$ cat config.mk
export PLATFORM = sky130hd
export DESIGN_NAME = reset_sequencer
export DESIGN_NICKNAME = d
export VERILOG_FILES = /design/src/rtl/reset_sequencer.sv
export SDC_FILE = /design/constraint.sdc
export NUM_CORES = 1
export LEC_CHECK = 0
export BUFFER_PORTS_ARGS = -buffer_cell sky130_fd_sc_hd__buf_4
export CAP_MARGIN = 0
export CORE_MARGIN = 2
export CORE_UTILIZATION = 55
export CTS_CLUSTER_SIZE = 10
export DETAILED_ROUTE_END_ITERATION = 8
export PLACE_DENSITY = 0.81
export SETUP_SLACK_MARGIN = 0.5
export SLEW_MARGIN = 20
export SYNTH_ARGS = -nofsm -noshare
export SYNTH_HDL_FRONTEND = slang
export SYNTH_SLANG_ARGS = --single-unit
$ cat constraint.sdc
create_clock -name clk -period 2.7 [get_ports clk]
set_clock_uncertainty 0.1 [all_clocks]
set_input_delay 0.135 -clock clk [delete_from_list [all_inputs] [get_ports clk]]
set_output_delay 0.135 -clock clk [all_outputs]
set_load 0.1 [all_outputs]
$ cat src/rtl/reset_sequencer.sv
// Board reset synchroniser plus ordered release of NUM_OUTPUTS reset lines, with synchronous soft reset.
// Optional RST_SEQ_REVERSE_ASSERT_EN: soft reset asserts outputs in reverse order, RELEASE_GAP apart.
module reset_sequencer #(
    parameter int unsigned NUM_OF_STAGES = 3,
    parameter int unsigned NUM_OUTPUTS   = 4,
    parameter int unsigned RELEASE_GAP   = 8,
    parameter int unsigned SOFT_HOLD     = 16
) (
    input  logic                   clk,
    input  logic                   reset_n,
    input  logic                   soft_rst_req,
    output logic                   sync_reset_n,
    output logic [NUM_OUTPUTS-1:0] rst_n_out,
    output logic                   rst_done
);

    localparam int unsigned CNT_MAX = (RELEASE_GAP > SOFT_HOLD) ? RELEASE_GAP : SOFT_HOLD;
    localparam int unsigned CNT_W   = $clog2(CNT_MAX + 1);
    localparam int unsigned IDX_W   = (NUM_OUTPUTS > 1) ? $clog2(NUM_OUTPUTS) : 1;

    localparam logic [CNT_W-1:0] GAP_LAST  = CNT_W'(RELEASE_GAP - 1);
    localparam logic [CNT_W-1:0] HOLD_LAST = CNT_W'(SOFT_HOLD - 1);
    localparam logic [IDX_W-1:0] IDX_LAST  = IDX_W'(NUM_OUTPUTS - 1);

    typedef enum logic [2:0] {
        ST_WAIT_SYNC = 3'd0,
        ST_RELEASE   = 3'd1,
        ST_DONE      = 3'd2,
`ifdef RST_SEQ_REVERSE_ASSERT_EN
        ST_REVERSE   = 3'd4,
`endif
        ST_SOFT_HOLD = 3'd3
    } state_t;

    state_t                 state, state_nxt;
    logic [NUM_OF_STAGES-1:0] sync_q;
    logic [CNT_W-1:0]       cnt, cnt_nxt;
    logic [IDX_W-1:0]       idx, idx_nxt;
    logic [NUM_OUTPUTS-1:0] out_nxt;
    logic                   done_nxt;
    logic                   launch;
    logic                   take_soft;

    // Shift-in-ones synchroniser: async assert, sync deassert
    always_ff @(posedge clk or negedge reset_n) begin
        if (!reset_n) begin
            sync_q <= '0;
        end else begin
            sync_q <= {sync_q[NUM_OF_STAGES-2:0], 1'b1};
        end
    end

    assign sync_reset_n = sync_q[NUM_OF_STAGES-1];

    always_ff @(posedge clk or negedge reset_n) begin
        if (!reset_n) begin
            state     <= ST_WAIT_SYNC;
            cnt       <= '0;
            idx       <= '0;
            rst_n_out <= '0;
            rst_done  <= 1'b0;
        end else begin
            state     <= state_nxt;
            cnt       <= cnt_nxt;
            idx       <= idx_nxt;
            rst_n_out <= out_nxt;
            rst_done  <= done_nxt;
        end
    end

    // Next state; launch starts a release sequence with bit 0, take_soft begins a soft reset
    always_comb begin
        state_nxt = state;
        cnt_nxt   = cnt;
        idx_nxt   = idx;
        out_nxt   = rst_n_out;
        done_nxt  = rst_done;
        launch    = 1'b0;
        take_soft = 1'b0;

        case (state)
            ST_WAIT_SYNC: begin
                launch = sync_reset_n;
            end
            ST_RELEASE: begin
                if (soft_rst_req) begin
                    take_soft = 1'b1;
                end else if (cnt == GAP_LAST) begin
                    out_nxt[idx] = 1'b1;
                    cnt_nxt      = '0;
                    if (idx == IDX_LAST) begin
                        done_nxt  = 1'b1;
                        state_nxt = ST_DONE;
                    end else begin
                        idx_nxt = idx + IDX_W'(1);
                    end
                end else begin
                    cnt_nxt = cnt + CNT_W'(1);
                end
            end
            ST_DONE: begin
                take_soft = soft_rst_req;
            end
            ST_SOFT_HOLD: begin
                if (soft_rst_req) begin
                    cnt_nxt = '0;
                end else if (cnt == HOLD_LAST) begin
                    launch = 1'b1;
                end else begin
                    cnt_nxt = cnt + CNT_W'(1);
                end
            end
`ifdef RST_SEQ_REVERSE_ASSERT_EN
            // Reverse walk: idx is the most recently asserted bit; requests are ignored here
            ST_REVERSE: begin
                if (cnt == GAP_LAST) begin
                    cnt_nxt                   = '0;
                    idx_nxt                   = idx - IDX_W'(1);
                    out_nxt[idx - IDX_W'(1)]  = 1'b0;
                    if (idx == IDX_W'(1)) begin
                        state_nxt = ST_SOFT_HOLD;
                    end
                end else begin
                    cnt_nxt = cnt + CNT_W'(1);
                end
            end
`endif
            default: begin
                state_nxt = ST_WAIT_SYNC;
            end
        endcase

        if (launch) begin
            out_nxt[0] = 1'b1;
            cnt_nxt    = '0;
            if (NUM_OUTPUTS == 1) begin
                done_nxt  = 1'b1;
                state_nxt = ST_DONE;
            end else begin
                idx_nxt   = IDX_W'(1);
                state_nxt = ST_RELEASE;
            end
        end

        if (take_soft) begin
            done_nxt = 1'b0;
            cnt_nxt  = '0;
`ifdef RST_SEQ_REVERSE_ASSERT_EN
            out_nxt[NUM_OUTPUTS-1] = 1'b0;
            idx_nxt                = IDX_LAST;
            if (NUM_OUTPUTS == 1) begin
                state_nxt = ST_SOFT_HOLD;
            end else begin
                state_nxt = ST_REVERSE;
            end
`else
            out_nxt   = '0;
            state_nxt = ST_SOFT_HOLD;
`endif
        end
    end

endmodule

Word-level counts from Yosys, hierarchy flattened
Index checks and enable logic that the tools add are counted.

Register bits after elaboration: 18.

Bitwise operators: 1. Magnitude comparators: 2. Mux-type cells: 35. Add/sub/neg operators: 2. Eq/ne operators: 15. Reductions and logical operators: 17.

Operator list (count): two-way mux 5 bit (6); two-way mux 4 bit (4); two-way mux 3 bit (5); != test 4 bit (second input constant) (3); AND reduction 4 bit (3); two-way mux 1 bit (10); two-way mux 2 bit (5); case mux 5 bit (2 select lines) (1); nonzero test 2 bit (5); AND reduction 3 bit (3); == test 3 x 2 -> 1 bit (second input constant) (2); != test 3 x 1 -> 1 bit (second input constant) (2); case mux 3 bit (2 select lines) (1); nonzero test 3 bit (2); adder 5 x 1 -> 5 bit (second input constant) (1); == test 5 x 3 -> 1 bit (second input constant) (1); == test 5 x 4 -> 1 bit (second input constant) (1); != test 5 bit (second input constant) (1); != test 2 x 1 -> 1 bit (second input constant) (2); bitwise OR 4 bit (1); case mux 1 bit (2 select lines) (2); nonzero test 4 bit (1); == test 3 x 1 -> 1 bit (second input constant) (1); zero test 3 bit (1); other kinds (8) (8).

Longest topological paths before layout
Gate-level depths: netlist of run 1.

Word-level depth: 10. Mapped depth: 8. Mapped depth without buffers: 8.

Least setup slack after synthesis of run 1
Ideal clock, no wire load.

Kind: flip-flop to flip-flop. Start: reg sync_q[2]. End: reg cnt[2]. Library setup time: 0.126 ns. Arrival: 1.846 ns. Buffers on the path: 0. Data required time: 2.474 ns. Cell stages (with the launch flop): 4. Path slack: 0.628 ns. Cells stage by stage: dfrtp_1 a211oi_1 or3_1 a221o_1.

Longest elaborated chain between the ends: 3. Elaborated cells between the ends (all ways): 7. Classes of those cells: eq/ne: 2; mux: 3; reduce/logical: 2.

RTL lines: from (decl) (line 36) `logic [NUM_OF_STAGES-1:0] sync_q;`; from (signal assigned) (line 49) `sync_q <= {sync_q[NUM_OF_STAGES-2:0], 1'b1};`; case mux 1 bit (2 select lines) * (line 81) `case (state)`; != test 5 bit (no line) (tied with other cells); AND reduction 3 bit (no line) or two-way mux 5 bit (tied branches); to (signal assigned) (line 64) `cnt <= cnt_nxt;`; to (decl) (line 37) `logic [CNT_W-1:0] cnt, cnt_nxt;`.

Every way passes the cells marked *; elsewhere a longest branch is shown, timed or not. A chain may end at the register's enable or synchronous reset.

Worst setup path in the final report of run 1
Start: reg cnt[1]. End: reg cnt[0].

Longest elaborated chain between the ends: 6. Elaborated cells between the ends (all ways): 14. Classes of those cells: eq/ne: 4; mux: 8; reduce/logical: 2.

RTL lines (line): == test 5 x 4 -> 1 bit or == test 5 x 3 -> 1 bit (tied branches) (107, 88); two-way mux 1 bit or two-way mux 5 bit (tied branches) (107, 88); two-way mux 1 bit or two-way mux 5 bit (tied branches) (105, 86); case mux 1 bit (2 select lines) or case mux 5 bit (2 select lines) (tied branches) (81); != test 5 bit (no line) (tied with other cells); AND reduction 3 bit (no line) or two-way mux 5 bit (tied branches).

Several ways; a longest one is shown, not always the timed one. The select of a mux whose other input is x is not followed.

==> key figures, run 1 <==
Synthesis
  – EDFF count, synth: 0
  – Synth Cell Area: 960.9 sq um
  – Top cells by area, synth: dfrtp_1, ha_1, mux2_1
  – Ys async rst share: 100.0%
  – Top post-synthesis cells by count: dfrtp_1, ha_1, a21oi_1, inv_1, nand2_1
  – Post-synth top area cell: dfrtp_1
  – Avg Cell Area, Syn: 11.44 sq um
  – Syn_nets: 96
  – Synth warn: 0
  – Sequential element share of the synthesized area: 44.27%
  – Most instantiated library cell after synthesis: dfrtp_1
  – Cells after synthesis: 84
  – Top FF cell, synth: dfrtp_1
  – FF+latch count, synth: 17
  – Netlist cell types: 34
  – Yosys top cell area share: 44.27%

Finish
  – ANT cells: 0
  – Net count, final: 112
  – Fillers: 131
  – Synth-to-Final Area Change: 17.19%
  – Share of layout cells above drive strength 1: 26.26%
  – Core Util, Final: 66.67%

Critical path
  – Worst EP arrival: 2140 ps
  – CP startpoint kind: flip-flop
  – Crit Path Category: flip-flop to flip-flop
  – Crit. End Element: flip-flop
  – Crit Path Max Fanout: 7
  – Worst EP required: 2770 ps

Detailed routing
  – ANT nets after route: 0
  – DR pass1 iterations: 4
  – DR vias: 680
  – Via-to-Cell Ratio: 5.862
  – Post-detailed-route wirelength per cell: 15.76 microns
  – DRC viols: 0
  – Detailed Route WL: 1828 microns
  – Initial drt markers: 7

Global routing
  – Total global routing overflow: 0
  – Initial antenna violation count: 0
  – Total track usage: 19.59%
  – Vias in the first global route: 670
  – Largest net degree at the start of global routing: 18
  – First-pass GRT wire length: 2939 microns

Timing
  – Max Slew Vio Count: 0
  – RSZ-0062 raised after global routing: no
  – Fmax achieved: 481.5 MHz
  – Setup WS post-layout: 623.1 ps
  – Setup TNS: 0 ps
  – Minimum clock period: 2077 ps
  – Final setup fails: 0
  – Fin crit share: 76.92%
  – Hold Fails Final Rpt: 0
  – Hold Slack: 141.9 ps

Power and ir drop
  – Comb pwr share: 31.4%
  – Peak VDD IR: 377.5 uV
  – PwrDens: 588.5 nW/um^2
  – NetSw: 231.1 uW
  – Internal Power: 431.6 uW
  – Register share of total power: 48.6%
  – Leakage Power: 0.5082 nW
  – Clock power frac: 20.1%
  – Switch share: 34.87%
  – Design Power: 662.7 uW

Placed design
  – Port buffer count: 8
  – DP Wirelength: 1341 microns
  – DP Worst Slack: 470.4 ps
  – Routability congestion estimate: 0.8739

Die
  – Die Span X: 45.80 microns
  – Initial Util: 56.89%
  – Ports: 9
  – Rows: 15
  – Die area: 2098 sq um
  – Core area: 1689 sq um
  – Die height: 45.80 microns

CTS
  – Clock Tree Buf Depth: 2
  – H-tree Lvls: 1
  – CTS root buf: clkbuf_4
  – Total CTS buffers: 3
  – CTS tree: yes
  – Clock-pin transition on the worst setup and hold timing paths: 100 ps
  – Clock latency on the worst-skew pair: 280 ps
  – Clk sink count: 17

Run
  – Maxcap violations: 0

Min path
  – Min-Delay Path Class: input pin to async pin

Outcome
  – Status: complete, no violations
[kinds of logic after synthesis]
group	Yosys count	share of synthesized area [%]
mux	4	4.557
xor+xnor	1	0.9116
other cells	1	0.3903
simple gates	27	20.97
buf+inv	6	2.344
flops	17	44.27
fa+ha+maj	9	11.72
compound gates	19	14.84
[cells in the final DEF, fill, tap and decap left out, drive strengths merged]
cell,count
buf,9
nor2,3
o21a,2
a21boi,1
a221o,1
mux2i,1
a32oi,1
mux2,3
nor4,2
clkbuf,4
and4,1
nand3b,1
nor3,5
nand2,5
ha,9
nand2b,1
a21oi,6
nand3,2
dlygate4sd3,2
or2,1
o21ai,1
inv,6
o2bb2ai,1
or3,1
xnor2,1
nor2b,2
a21o,1
a211oi,3
and2,1
dfrtp,17
o211ai,2
conb,1
nor3b,2
[layer usage]
layer  track usage [%]  part of all wire (%)
met4             4.000                     0
met1             26.63                    47
met5                 0                     0
met2             32.68                    50
met3             3.571                   3.2
[stage by stage]
| stage | cell area [sq um] | instances |
|---|---|---|
| 5_1_grt | 1126 | 116 |
| 2_1_floorplan | 960.9 | 84 |
| 3_5_place_dp | 1042 | 109 |
| 4_1_cts | 1094 | 115 |
| 3_3_place_gp | 1042 | 109 |
| 6_report | 1126 | 116 |
[power groups by stage]
| stage | sequential [mW] | combinational, mW | clock [mW] |
|---|---|---|---|
| 3_5_place_dp | 0.327 | 0.184 | 0 |
| 4_1_cts | 0.322 | 0.188 | 0.137 |
| 2_1_floorplan | 0.348 | 0.115 | 0 |
| 6_report | 0.322 | 0.208 | 0.133 |
| 5_1_grt | 0.327 | 0.226 | 0.151 |
| 3_3_place_gp | 0.324 | 0.180 | 0 |
[state kept, by name, summed over array words and instances (netlist names)]
register	count
idx	2
state	2
cnt	5
rst_done	1
sync_q	3
rst_n_out	4
[critical path: stages (launching register included)]
cell and delay, ps:
dfrtp_1 380, ha_2 210, nand2_2 110, nor2_1 120, ha_2 230, nand3b_4 100
a21o_4 260, nand3_4 110, mux2_1 350
[worst paths after layout]
kind	end	cells past startpoint	startpoint	slack [ps]
worst max register to register	cnt[0]	8	cnt[1]	620
min in group clk	sync_q[1]	0	sync_q[0]	260
max in group asynchronous	state[0]	2	reset_n	2170
worst min register to register	sync_q[1]	0	sync_q[0]	260
worst min-delay path	cnt[4]	2	reset_n	140
worst max-delay path	cnt[0]	8	cnt[1]	620
[layout make-up]
type                       count  area, sq um  area share [%]
multi-input combinational     61        543.0           48.22
sequential                    17        425.4           37.78
timing repair buffer          11        87.58           7.778
clock buffer                   4        26.28           2.333
inverter                       6        22.52           2.000
tap                           17        21.27           1.889
[repair_timing]
item | in CTS | in global routing
pin swaps | 0 | 0
setup endpoints to repair | 1 | 5
gates resized for setup | 1 | 6
hold buffers | 2 | 0
setup buffers | 0 | 1
endpoints found under the hold margin | 19 | 0
Note: power is estimated with default switching activity, not from simulation.
==> inputs of run 2 (changes only) <==
--- a/config.mk
+++ b/config.mk
@@ -5,13 +5,14 @@
 export SDC_FILE = /design/constraint.sdc
 export NUM_CORES = 1
 export LEC_CHECK = 0
+export ABC_AREA = 1
 export BUFFER_PORTS_ARGS = -buffer_cell sky130_fd_sc_hd__buf_4
 export CAP_MARGIN = 0
 export CORE_MARGIN = 2
-export CORE_UTILIZATION = 55
+export CORE_UTILIZATION = 51
 export CTS_CLUSTER_SIZE = 10
 export DETAILED_ROUTE_END_ITERATION = 8
-export PLACE_DENSITY = 0.81
+export PLACE_DENSITY = 0.79
 export SETUP_SLACK_MARGIN = 0.5
 export SLEW_MARGIN = 20
 export SYNTH_ARGS = -nofsm -noshare
==> constraint.sdc (replaced) <==
create_clock -name clk -period 1.7 [get_ports clk]
set_clock_uncertainty 0.1 [all_clocks]
set_input_delay 0.085 -clock clk [delete_from_list [all_inputs] [get_ports clk]]
set_output_delay 0.085 -clock clk [all_outputs]
set_load 0.1 [all_outputs]
==> key figures, run 2 <==
Global routing
  – Vias in the first global route: 727 (was 670)
  – Largest net degree at the start of global routing: 18 (unchanged)
  – Total global routing overflow: 0 (unchanged)
  – Initial antenna violation count: 0 (unchanged)
  – Total track usage: 19.01% (was 19.59%)
  – First-pass GRT wire length: 2918 microns (was 2939 microns)

Timing
  – Setup WS post-layout: -63.66 ps (was 623.1 ps)
  – Fmax achieved: 567.0 MHz (was 481.5 MHz)
  – Hold Slack: 64.77 ps (was 141.9 ps)
  – Hold Fails Final Rpt: 0 (unchanged)
  – Minimum clock period: 1764 ps (was 2077 ps)
  – Max Slew Vio Count: 0 (unchanged)
  – Fin crit share: 103.7% (was 76.92%)
  – Setup TNS: -305.6 ps (was 0 ps)
  – RSZ-0062 raised after global routing: yes (was no)
  – Final setup fails: 6 (was 0)

Finish
  – Cell area after layout: 1190 sq um (was 1126 sq um)
  – Post-route insts no fill: 157 (was 116)
  – Core Util, Final: 68.17% (was 66.67%)
  – Register area: 429.2 sq um (was 425.4 sq um)
  – Fillers: 135 (was 131)
  – Most common cell after layout, fill and taps aside: nand2_1 (was dfrtp_1)
  – Share of layout cells above drive strength 1: 39.39% (was 26.26%)
  – Top Registers: cnt: 5 flops, rst_n_out: 4 flops, sync_q: 3 flops (unchanged)
  – Register with the most flip-flops: cnt (unchanged)
  – Multi-input gate area: 508.0 sq um (was 543.0 sq um)
  – Synth-to-Final Area Change: 24.80% (was 17.19%)
  – ANT cells: 0 (unchanged)
  – Net count, final: 145 (was 112)
  – Most frequent cells in the layout: nand2_1, buf_4, dfrtp_1, inv_1, nor2_1 (was dfrtp_1, buf_4, ha_1, inv_1, a21oi_1)
  – Max FFs per register: 5 (unchanged)

Synthesis
  – Top cells by area, synth: dfrtp_1, ha_1, nand2_1 (was dfrtp_1, ha_1, mux2_1)
  – Netlist cell types: 19 (was 34)
  – Ys async rst share: 100.0% (unchanged)
  – Post-synth top area cell: dfrtp_1 (unchanged)
  – Top FF cell, synth: dfrtp_1 (unchanged)
  – Avg Cell Area, Syn: 8.513 sq um (was 11.44 sq um)
  – EDFF count, synth: 0 (unchanged)
  – Syn_nets: 124 (was 96)
  – Synth Cell Area: 953.4 sq um (was 960.9 sq um)
  – Synth warn: 0 (unchanged)
  – Most instantiated library cell after synthesis: nand2_1 (was dfrtp_1)
  – Sequential element share of the synthesized area: 44.62% (was 44.27%)
  – FF+latch count, synth: 17 (unchanged)
  – Cells after synthesis: 112 (was 84)
  – Yosys top cell area share: 44.62% (was 44.27%)
  – Top post-synthesis cells by count: nand2_1, dfrtp_1, inv_1 (was dfrtp_1, ha_1, a21oi_1, inv_1, nand2_1)

Detailed routing
  – ANT nets after route: 0 (unchanged)
  – Via-to-Cell Ratio: 4.994 (was 5.862)
  – DRC viols: 0 (unchanged)
  – DR vias: 784 (was 680)
  – Post-detailed-route wirelength per cell: 11.89 microns (was 15.76 microns)
  – Detailed Route WL: 1866 microns (was 1828 microns)
  – Initial drt markers: 20 (was 7)
  – DR pass1 iterations: 4 (unchanged)

Critical path
  – Slowest-stage cell, CP: dfrtp_1 (unchanged)
  – Crit Path Category: flip-flop to flip-flop (unchanged)
  – Crit path cell chain: ha_2 -> nand2_2 -> nor2_2 -> ha_2 -> nand3_2 -> nand2_2 -> nand2_4 -> nand2_4 -> nor2_4 -> nand3b_1 -> nand2_1 (was ha_2 -> nand2_2 -> nor2_1 -> ha_2 -> nand3b_4 -> a21o_4 -> nand3_4 -> mux2_1)
  – CP startpoint kind: flip-flop (unchanged)
  – Crit Reg-Reg Endpoint: cnt[4] (was cnt[0])
  – R2R cell count: 11 (was 8)
  – Worst EP required: 1840 ps (was 2770 ps)
  – Crit. End Element: flip-flop (unchanged)
  – Worst path max stage delay: 410 ps (was 380 ps)
  – Worst EP arrival: 1900 ps (was 2140 ps)
  – Reg-to-reg setup timing slack: -60 ps (was 620 ps)
  – Worst r2r src: cnt[1] (unchanged)
  – Crit Path Max Fanout: 4 (was 7)

Min path
  – Min-Delay Path Class: input pin to flip-flop (was input pin to async pin)
  – Hold wc startpoint: soft_rst_req
  – Worst Hold End: idx[0]
  – Worst hold path stage count: 4

Die
  – Die Span X: 47.24 microns (was 45.80 microns)
  – Rows: 15 (unchanged)
  – Die height: 47.24 microns (was 45.80 microns)
  – Core area: 1745 sq um (was 1689 sq um)
  – Die area: 2231 sq um (was 2098 sq um)
  – Initial Util: 54.62% (was 56.89%)
  – Ports: 9 (unchanged)

Power and ir drop
  – Leakage Power: 0.6487 nW (was 0.5082 nW)
  – PwrDens: 1132 nW/um^2 (was 588.5 nW/um^2)
  – Peak VDD IR: 818.1 uV (was 377.5 uV)
  – Design Power: 1.347 mW (was 662.7 uW)

Run
  – Maxcap violations: 0 (unchanged)

CTS
  – H-tree Lvls: 1 (unchanged)
  – Total CTS buffers: 3 (unchanged)
  – CTS tree: yes (unchanged)
  – CTS root buf: clkbuf_4 (unchanged)
  – Clk sink count: 17 (unchanged)
  – Clock latency on the worst-skew pair: 290 ps (was 280 ps)
  – Clock-pin transition on the worst setup and hold timing paths: 100 ps (about the same)
  – Clock Tree Buf Depth: 2 (unchanged)

Placed design
  – Post-DP Area: 1059 sq um (was 1042 sq um)
  – DP Worst Slack: 2.582 ps (was 470.4 ps)
  – DP Wirelength: 1254 microns (was 1341 microns)
  – Port buffer count: 8 (unchanged)
  – Inst Count DP: 145 (was 109)
  – Routability congestion estimate: 0.8170 (was 0.8739)

Outcome
  – Violations in the final reports: negative setup slack
  – Status: complete, but fails checks (was complete, no violations)
[run 2: cell types whose count changed after synthesis, sizes merged, moves of 3 or more]
cell	delta
inv	+13
nor2	+12
nand3	+8
mux2	-3
nand2	+24
nor3	-4
o21ai	+3
a211oi	-3
[run 2: critical path, delay by kind of cell (launching register included)]
kind	cells	cell delay (ps)
adders and majority gates	2	380
DFF	1	410
and+or+nand+nor	9	810
[run 2: area by class of cell]
type | instances | area share (%)
Inverter | 19 | 5.994
Multi-Input combinational cell | 76 | 42.69
Timing Repair Buffer | 16 | 10.30
Sequential cell | 17 | 36.07
Clock inverter | 1 | 0.4206
Tap cell | 25 | 2.629
Clock buffer | 3 | 1.893
[run 2: logic make-up (layout without fill, tap and decap cells)]
logic type / count (synthesis) / in the layout / share of synthesized area, %
AOI/OAI and AO/OA: 9 / 9 / 5.117
adders and majority gates: 9 / 9 / 11.81
buffers and inverters: 19 / 39 / 7.480
DFF: 17 / 17 / 44.62
other: 1 / 1 / 0.3933
and+or+nand+nor: 57 / 57 / 30.58
[run 2: worst max-delay path by stage]
stage / cells past startpoint / start / slack, ps / endpoint
2_1_floorplan: 12 / cnt[1] / 120 / state[1]
3_3_place_gp: 11 / cnt[0] / 70 / cnt[3]
3_5_place_dp: 11 / cnt[1] / 3 / cnt[3]
4_1_cts: 11 / cnt[1] / 20 / cnt[3]
5_1_grt: 11 / cnt[1] / -150 / cnt[4]
6_report: 11 / cnt[1] / -60 / cnt[4]
[run 2: what timing repair did]
item	in CTS	in global routing
endpoints found under the hold margin	17	0
pin swaps	9	8
setup buffers	4	3
endpoints found under the setup margin	14	14
resized for setup	4	8
hold buffers	1	0
[run 2: per-layer routing]
layer	track usage (%)	share of wire (%)	up-vias
met3	4.615	3.4	6
met4	8.333	1.9	0
met2	31.08	50	21
met5	0	0	-
li1	-	-	384
met1	23.68	45	373
[run 2: power breakdown]
| part | switching (mW) | total (mW) | internal [mW] |
|---|---|---|---|
| clock network | 0.130 | 0.218 | 0.0876 |
| registers | 0.0463 | 0.509 | 0.462 |
| logic | 0.405 | 0.621 | 0.216 |
